## config.mk

```make
export PLATFORM = sky130hd
export DESIGN_NAME = addsub_seq_ctrl
export DESIGN_NICKNAME = d
export VERILOG_FILES = /design/src/rtl/addsub_pkg.sv /design/src/rtl/addsub_slice.sv /design/src/rtl/addsub_seq_ctrl.sv
export SDC_FILE = /design/constraint.sdc
export NUM_CORES = 1
export LEC_CHECK = 0
export ABC_AREA = 0
export BUFFER_PORTS_ARGS = -buffer_cell sky130_fd_sc_hd__buf_2
export CAP_MARGIN = 20
export CORE_UTILIZATION = 29
export CTS_BUF_LIST = sky130_fd_sc_hd__clkbuf_4 sky130_fd_sc_hd__clkbuf_8
export DETAILED_ROUTE_END_ITERATION = 12
export SLEW_MARGIN = 20
export SYNTH_ARGS = -nofsm -noshare
export SYNTH_HDL_FRONTEND = slang
export SYNTH_SLANG_ARGS = --single-unit
```

## constraint.sdc

```tcl
create_clock -name clk -period 5.69 [get_ports clk]
set_input_delay 0.2845 -clock clk [delete_from_list [all_inputs] [get_ports clk]]
set_output_delay 0.2845 -clock clk [all_outputs]
set_load 0.1 [all_outputs]
```

## src/rtl/addsub_pkg.sv

```systemverilog
// +--------------------------------------------------------------------------+
// | addsub_pkg: shared types and sizing helpers for the sliced add/sub block  |
// | Rev 1.0                                                                   |
// +--------------------------------------------------------------------------+
`default_nettype none

package addsub_pkg;

  localparam int WIDTH_DEFAULT = 16;
  localparam int SLICE_DEFAULT = 4;

  typedef enum logic [1:0] {
    IDLE = 2'd0,
    RUN  = 2'd1,
    DONE = 2'd2
  } addsub_state_t;

  function automatic int nslice(input int width, input int slice);
    return width / slice;
  endfunction

  // Slice index counter needs at least one bit even for a single-slice build.
  function automatic int idx_width(input int n);
    return (n > 1) ? $clog2(n) : 1;
  endfunction

endpackage

`default_nettype wire

```

## src/rtl/addsub_slice.sv

```systemverilog
// +--------------------------------------------------------------------------+
// | addsub_slice: combinational SLICE-bit add/sub with carry into the MSB     |
// | Rev 1.0                                                                   |
// +--------------------------------------------------------------------------+
`default_nettype none

module addsub_slice #(
  parameter int SLICE = 4
) (
  input  logic [SLICE-1:0] a_i,
  input  logic [SLICE-1:0] b_i,
  input  logic             sub_i,
  input  logic             cin_i,
  output logic [SLICE-1:0] sum_o,
  output logic             cout_o,
  output logic             c_msb_in_o
);

  logic [SLICE-1:0] w_bx;
  logic [SLICE:0]   w_full;

  assign w_bx   = b_i ^ {SLICE{sub_i}};
  assign w_full = {1'b0, a_i} + {1'b0, w_bx} + {{SLICE{1'b0}}, cin_i};
  assign sum_o  = w_full[SLICE-1:0];
  assign cout_o = w_full[SLICE];

  // Carry into the MSB comes from adding the lower SLICE-1 bits on their own.
  generate
    if (SLICE > 1) begin : g_wide
      logic [SLICE-1:0] w_low;
      assign w_low      = {1'b0, a_i[SLICE-2:0]} + {1'b0, w_bx[SLICE-2:0]}
                        + {{(SLICE-1){1'b0}}, cin_i};
      assign c_msb_in_o = w_low[SLICE-1];
    end else begin : g_single
      assign c_msb_in_o = cin_i;
    end
  endgenerate

endmodule

`default_nettype wire

```

## src/rtl/addsub_seq_ctrl.sv

```systemverilog
// +--------------------------------------------------------------------------+
// | addsub_seq_ctrl: WIDTH-bit add/sub sequenced over one SLICE-bit datapath  |
// | Optional signed-overflow output enabled by ADDSUB_OVF_EN. Rev 1.0         |
// +--------------------------------------------------------------------------+
`default_nettype none

module addsub_seq_ctrl
  import addsub_pkg::*;
#(
  parameter int WIDTH = WIDTH_DEFAULT,
  parameter int SLICE = SLICE_DEFAULT
) (
  input  logic             clk,
  input  logic             rst_n,
  input  logic             in_valid,
  output logic             in_ready,
  input  logic [WIDTH-1:0] op_a,
  input  logic [WIDTH-1:0] op_b,
  input  logic             op_sub,
  output logic             out_valid,
  input  logic             out_ready,
  output logic [WIDTH-1:0] result,
`ifdef ADDSUB_OVF_EN
  output logic             ovf,
`endif
  output logic             carry_out
);

  localparam int NSL = nslice(WIDTH, SLICE);
  localparam int IW  = idx_width(NSL);
  localparam logic [IW-1:0] LAST_IDX = IW'(NSL - 1);

  addsub_state_t    state_q, state_d;
  logic [WIDTH-1:0] a_q, a_d, b_q, b_d, result_q, result_d;
  logic             sub_q, sub_d, carry_q, carry_d, cout_q, cout_d;
  logic [IW-1:0]    idx_q, idx_d;
  logic [SLICE-1:0] w_sum;
  logic             w_cout, w_c_msb;

  addsub_slice #(.SLICE(SLICE)) u_slice (
    .a_i        (a_q[int'(idx_q)*SLICE +: SLICE]),
    .b_i        (b_q[int'(idx_q)*SLICE +: SLICE]),
    .sub_i      (sub_q),
    .cin_i      (carry_q),
    .sum_o      (w_sum),
    .cout_o     (w_cout),
    .c_msb_in_o (w_c_msb)
  );

`ifdef ADDSUB_OVF_EN
  logic ovf_q, ovf_d;
  assign ovf = ovf_q;
`else
  logic unused_c_msb;
  assign unused_c_msb = w_c_msb;
`endif

  always_ff @(posedge clk or negedge rst_n) begin
    if (!rst_n) begin
      state_q  <= IDLE;
      a_q      <= '0;
      b_q      <= '0;
      sub_q    <= 1'b0;
      idx_q    <= '0;
      carry_q  <= 1'b0;
      result_q <= '0;
      cout_q   <= 1'b0;
`ifdef ADDSUB_OVF_EN
      ovf_q    <= 1'b0;
`endif
    end else begin
      state_q  <= state_d;
      a_q      <= a_d;
      b_q      <= b_d;
      sub_q    <= sub_d;
      idx_q    <= idx_d;
      carry_q  <= carry_d;
      result_q <= result_d;
      cout_q   <= cout_d;
`ifdef ADDSUB_OVF_EN
      ovf_q    <= ovf_d;
`endif
    end
  end

  always_comb begin
    state_d  = state_q;
    a_d      = a_q;
    b_d      = b_q;
    sub_d    = sub_q;
    idx_d    = idx_q;
    carry_d  = carry_q;
    result_d = result_q;
    cout_d   = cout_q;
`ifdef ADDSUB_OVF_EN
    ovf_d    = ovf_q;
`endif
    case (state_q)
      IDLE: begin
        if (in_valid) begin
          a_d     = op_a;
          b_d     = op_b;
          sub_d   = op_sub;
          carry_d = op_sub;   // +1 of the two's-complement negate
          idx_d   = '0;
          state_d = RUN;
        end
      end
      RUN: begin
        result_d[int'(idx_q)*SLICE +: SLICE] = w_sum;
        carry_d = w_cout;
        idx_d   = idx_q + 1'b1;
        if (idx_q == LAST_IDX) begin
          cout_d  = w_cout;
`ifdef ADDSUB_OVF_EN
          ovf_d   = w_c_msb ^ w_cout;
`endif
          state_d = DONE;
        end
      end
      DONE: begin
        if (out_ready) state_d = IDLE;
      end
      default: state_d = IDLE;
    endcase
  end

  assign in_ready  = (state_q == IDLE);
  assign out_valid = (state_q == DONE);
  assign result    = result_q;
  assign carry_out = cout_q;

endmodule

`default_nettype wire

```

==> results.sh <==
export IMPL_outcome="complete, no violations"
export IMPL_syn2layout_area_growth_pct=17.70
export IMPL_place_congestion=0.7250
export IMPL_startpoint="idx_q[0]"
export IMPL_grt_max_degree=56
export IMPL_diodes=0
export IMPL_dieArea_um2=9353
export IMPL_fin_skew_ns=0.01298
export IMPL_worst_path_buf_inv=0
export IMPL_cp_max_fo=20
export IMPL_seq_area_um2=1376
export IMPL_crit_top_cell="fa_1"
export IMPL_fmax_mhz=296.2
export IMPL_synth_area_per_cell_um2=13.14
export IMPL_grt_pass1_vias=1729
export IMPL_syn_nets=246
export IMPL_cts_root_buffer="clkbuf_8"
export IMPL_slowest_delay_ns=0.88
export IMPL_drc=0
export IMPL_critPathKind="flip-flop to flip-flop"
export IMPL_cpLargestDelayFamily="flip-flops"
export IMPL_synth_edf_count=0
export IMPL_crit_arrival_ns=3.62
export IMPL_io_buffer_count=55
export IMPL_die_y_um=96.71
export IMPL_hp_class="primary input to async pin"
export IMPL_dr_first_iter_drc_count=44
export IMPL_clk_pin_slew_ns=0.11
export IMPL_routedWlPerCell_um=13.87
export IMPL_coreArea_um2=8721
export IMPL_r2r_end="result[2]"
export IMPL_cts_buffers=5
export IMPL_viasPerCell=4.517
export IMPL_synthesis_area_um2=2601
export IMPL_cts_path_max_buffers=2
export IMPL_grt_setup_unrepaired="no"
export IMPL_start_util=0.2983
export IMPL_async_flop_share=1.000
export IMPL_cts_hold_buf=0
export IMPL_max_slew_worst_pin_slew_ns=0.8170
export IMPL_synth_warnings=0
export IMPL_setup_viol=0
export IMPL_post_cts_buffers=0
export IMPL_rr_startpoint="idx_q[0]"
export IMPL_layout_common_cells="55 x dfrtp_1, 55 x buf_2, 33 x mux2_2"
export IMPL_synthCells=198
export IMPL_clock_sinks=55
export IMPL_overflow=0
export IMPL_required_ns=5.93
export IMPL_reg2regPathDepth=7
export IMPL_yosys_register_bits=55
export IMPL_cts_resized=0
export IMPL_end_kind="flip-flop"
export IMPL_fill_cells=870
export IMPL_ant_nets=0
export IMPL_clk_latency_ns=0.31
export IMPL_fin_crit_sh=0.5933
export IMPL_final_max_slew_viol_count=0
export IMPL_synth_flop_cell="dfrtp_1"
export IMPL_nets=301
export IMPL_finalHoldViolations=0
export IMPL_drive_gt1_frac=0.4409
export IMPL_top_level_ports=56
export IMPL_fin_crit_ns=3.376
export IMPL_antenna_found_initial=0
export IMPL_grt_util_all_layers=0.1162
export IMPL_relSlewSlack=0.4553
export IMPL_wirelength_mm=5.022
export IMPL_dp_hpwl_mm=3.712
export IMPL_setup_tns_final_ns=0
export IMPL_path_cells="mux4_2 > xnor2_1 > fa_1 > fa_1 > xor2_1 > or4b_1 > o21ai_0"
export IMPL_firstDrtPassIters=4
export IMPL_cts_tree="done"
export IMPL_num_rows=34
export IMPL_cts_htree_levels=2
export IMPL_synthDistinctLibCells=32
export IMPL_critical_path_startpoint_type="flip-flop"
export IMPL_rrSetupSlack_ns=2.31
export IMPL_grt_pass1_wl_mm=8.625
export IMPL_crit_slowest_cell="dfrtp_1"
export IMPL_multiInputGateArea_um2=1137
export IMPL_vias=1635
export IMPL_seq_area_frac_synth=0.5291
export IMPL_die_w_um=96.71
export IMPL_max_cap_violations=0
[layout make-up]
class,instances,share of cell area
clock inverters,3,0.006539
flip-flops and latches,55,0.4495
repair buffers,57,0.09481
inverters,9,0.01103
clock buffers,5,0.02248
multi-input cells,125,0.3715
well taps,108,0.04414
[Yosys cell counts, drive strengths merged (3+ instances only)]
master	instances	share of area
xor2	4	0.013
nand2	25	0.039
o21ai	18	0.039
mux2	33	0.14
dfrtp	55	0.53
nand2b	3	0.0072
nor2	3	0.0043
a21oi	3	0.0058
buf	8	0.022
mux4	8	0.069
inv	9	0.013
ha	9	0.043
[per-stage QoR]
step,instances,util,setup slack [ns],hold WS [ns],cell area (µm²)
6_report,362,0.3511,2.314,0.1075,3062
5_1_grt,362,0.3511,2.077,0.1532,3062
4_1_cts,362,0.3511,2.258,0.1274,3062
3_5_place_dp,354,0.3409,2.273,0.4613,2973
3_3_place_gp,354,0.3409,2.309,0.4565,2973
2_1_floorplan,198,-,2.770,-0.01109,2601
[layer usage]
layer / vias to the layer above / part of all wire / GRT usage
li1: 797 / - / -
met1: 795 / 0.47 / 0.1558
met2: 38 / 0.48 / 0.1869
met3: 5 / 0.042 / 0.02962
met4: 0 / 0.011 / 0.03100
met5: - / 0 / 0
[sequential cells by signal, indices dropped and copies added, names as in the netlist]
register,cells
carry_out,1
b_q,16
a_q,16
sub_q,1
carry_q,1
idx_q,2
state_q,2
result,16
[kinds of logic after synthesis]
| kind of cell | share of synthesized area |
|---|---|
| flip-flops | 0.5291 |
| multiplexers | 0.2160 |
| AND/OR/NAND/NOR | 0.07648 |
| AO/OA/AOI/OAI | 0.06350 |
| buffers and inverters | 0.03607 |
| adder cells (fa/ha/maj) | 0.05868 |
| XOR/XNOR | 0.02020 |
[worst max path at each step]
| stage | depth (start not counted) | endpoint | slack [ns] |
|---|---|---|---|
| 2_1_floorplan | 8 | result[2] | 2.77 |
| 3_3_place_gp | 7 | result[2] | 2.31 |
| 3_5_place_dp | 7 | result[2] | 2.27 |
| 4_1_cts | 7 | result[2] | 2.26 |
| 5_1_grt | 7 | result[2] | 2.08 |
| 6_report | 7 | result[2] | 2.31 |
Power is not shown: default switching activity piles up to over one toggle a cycle in this logic, so the estimate is an artifact.
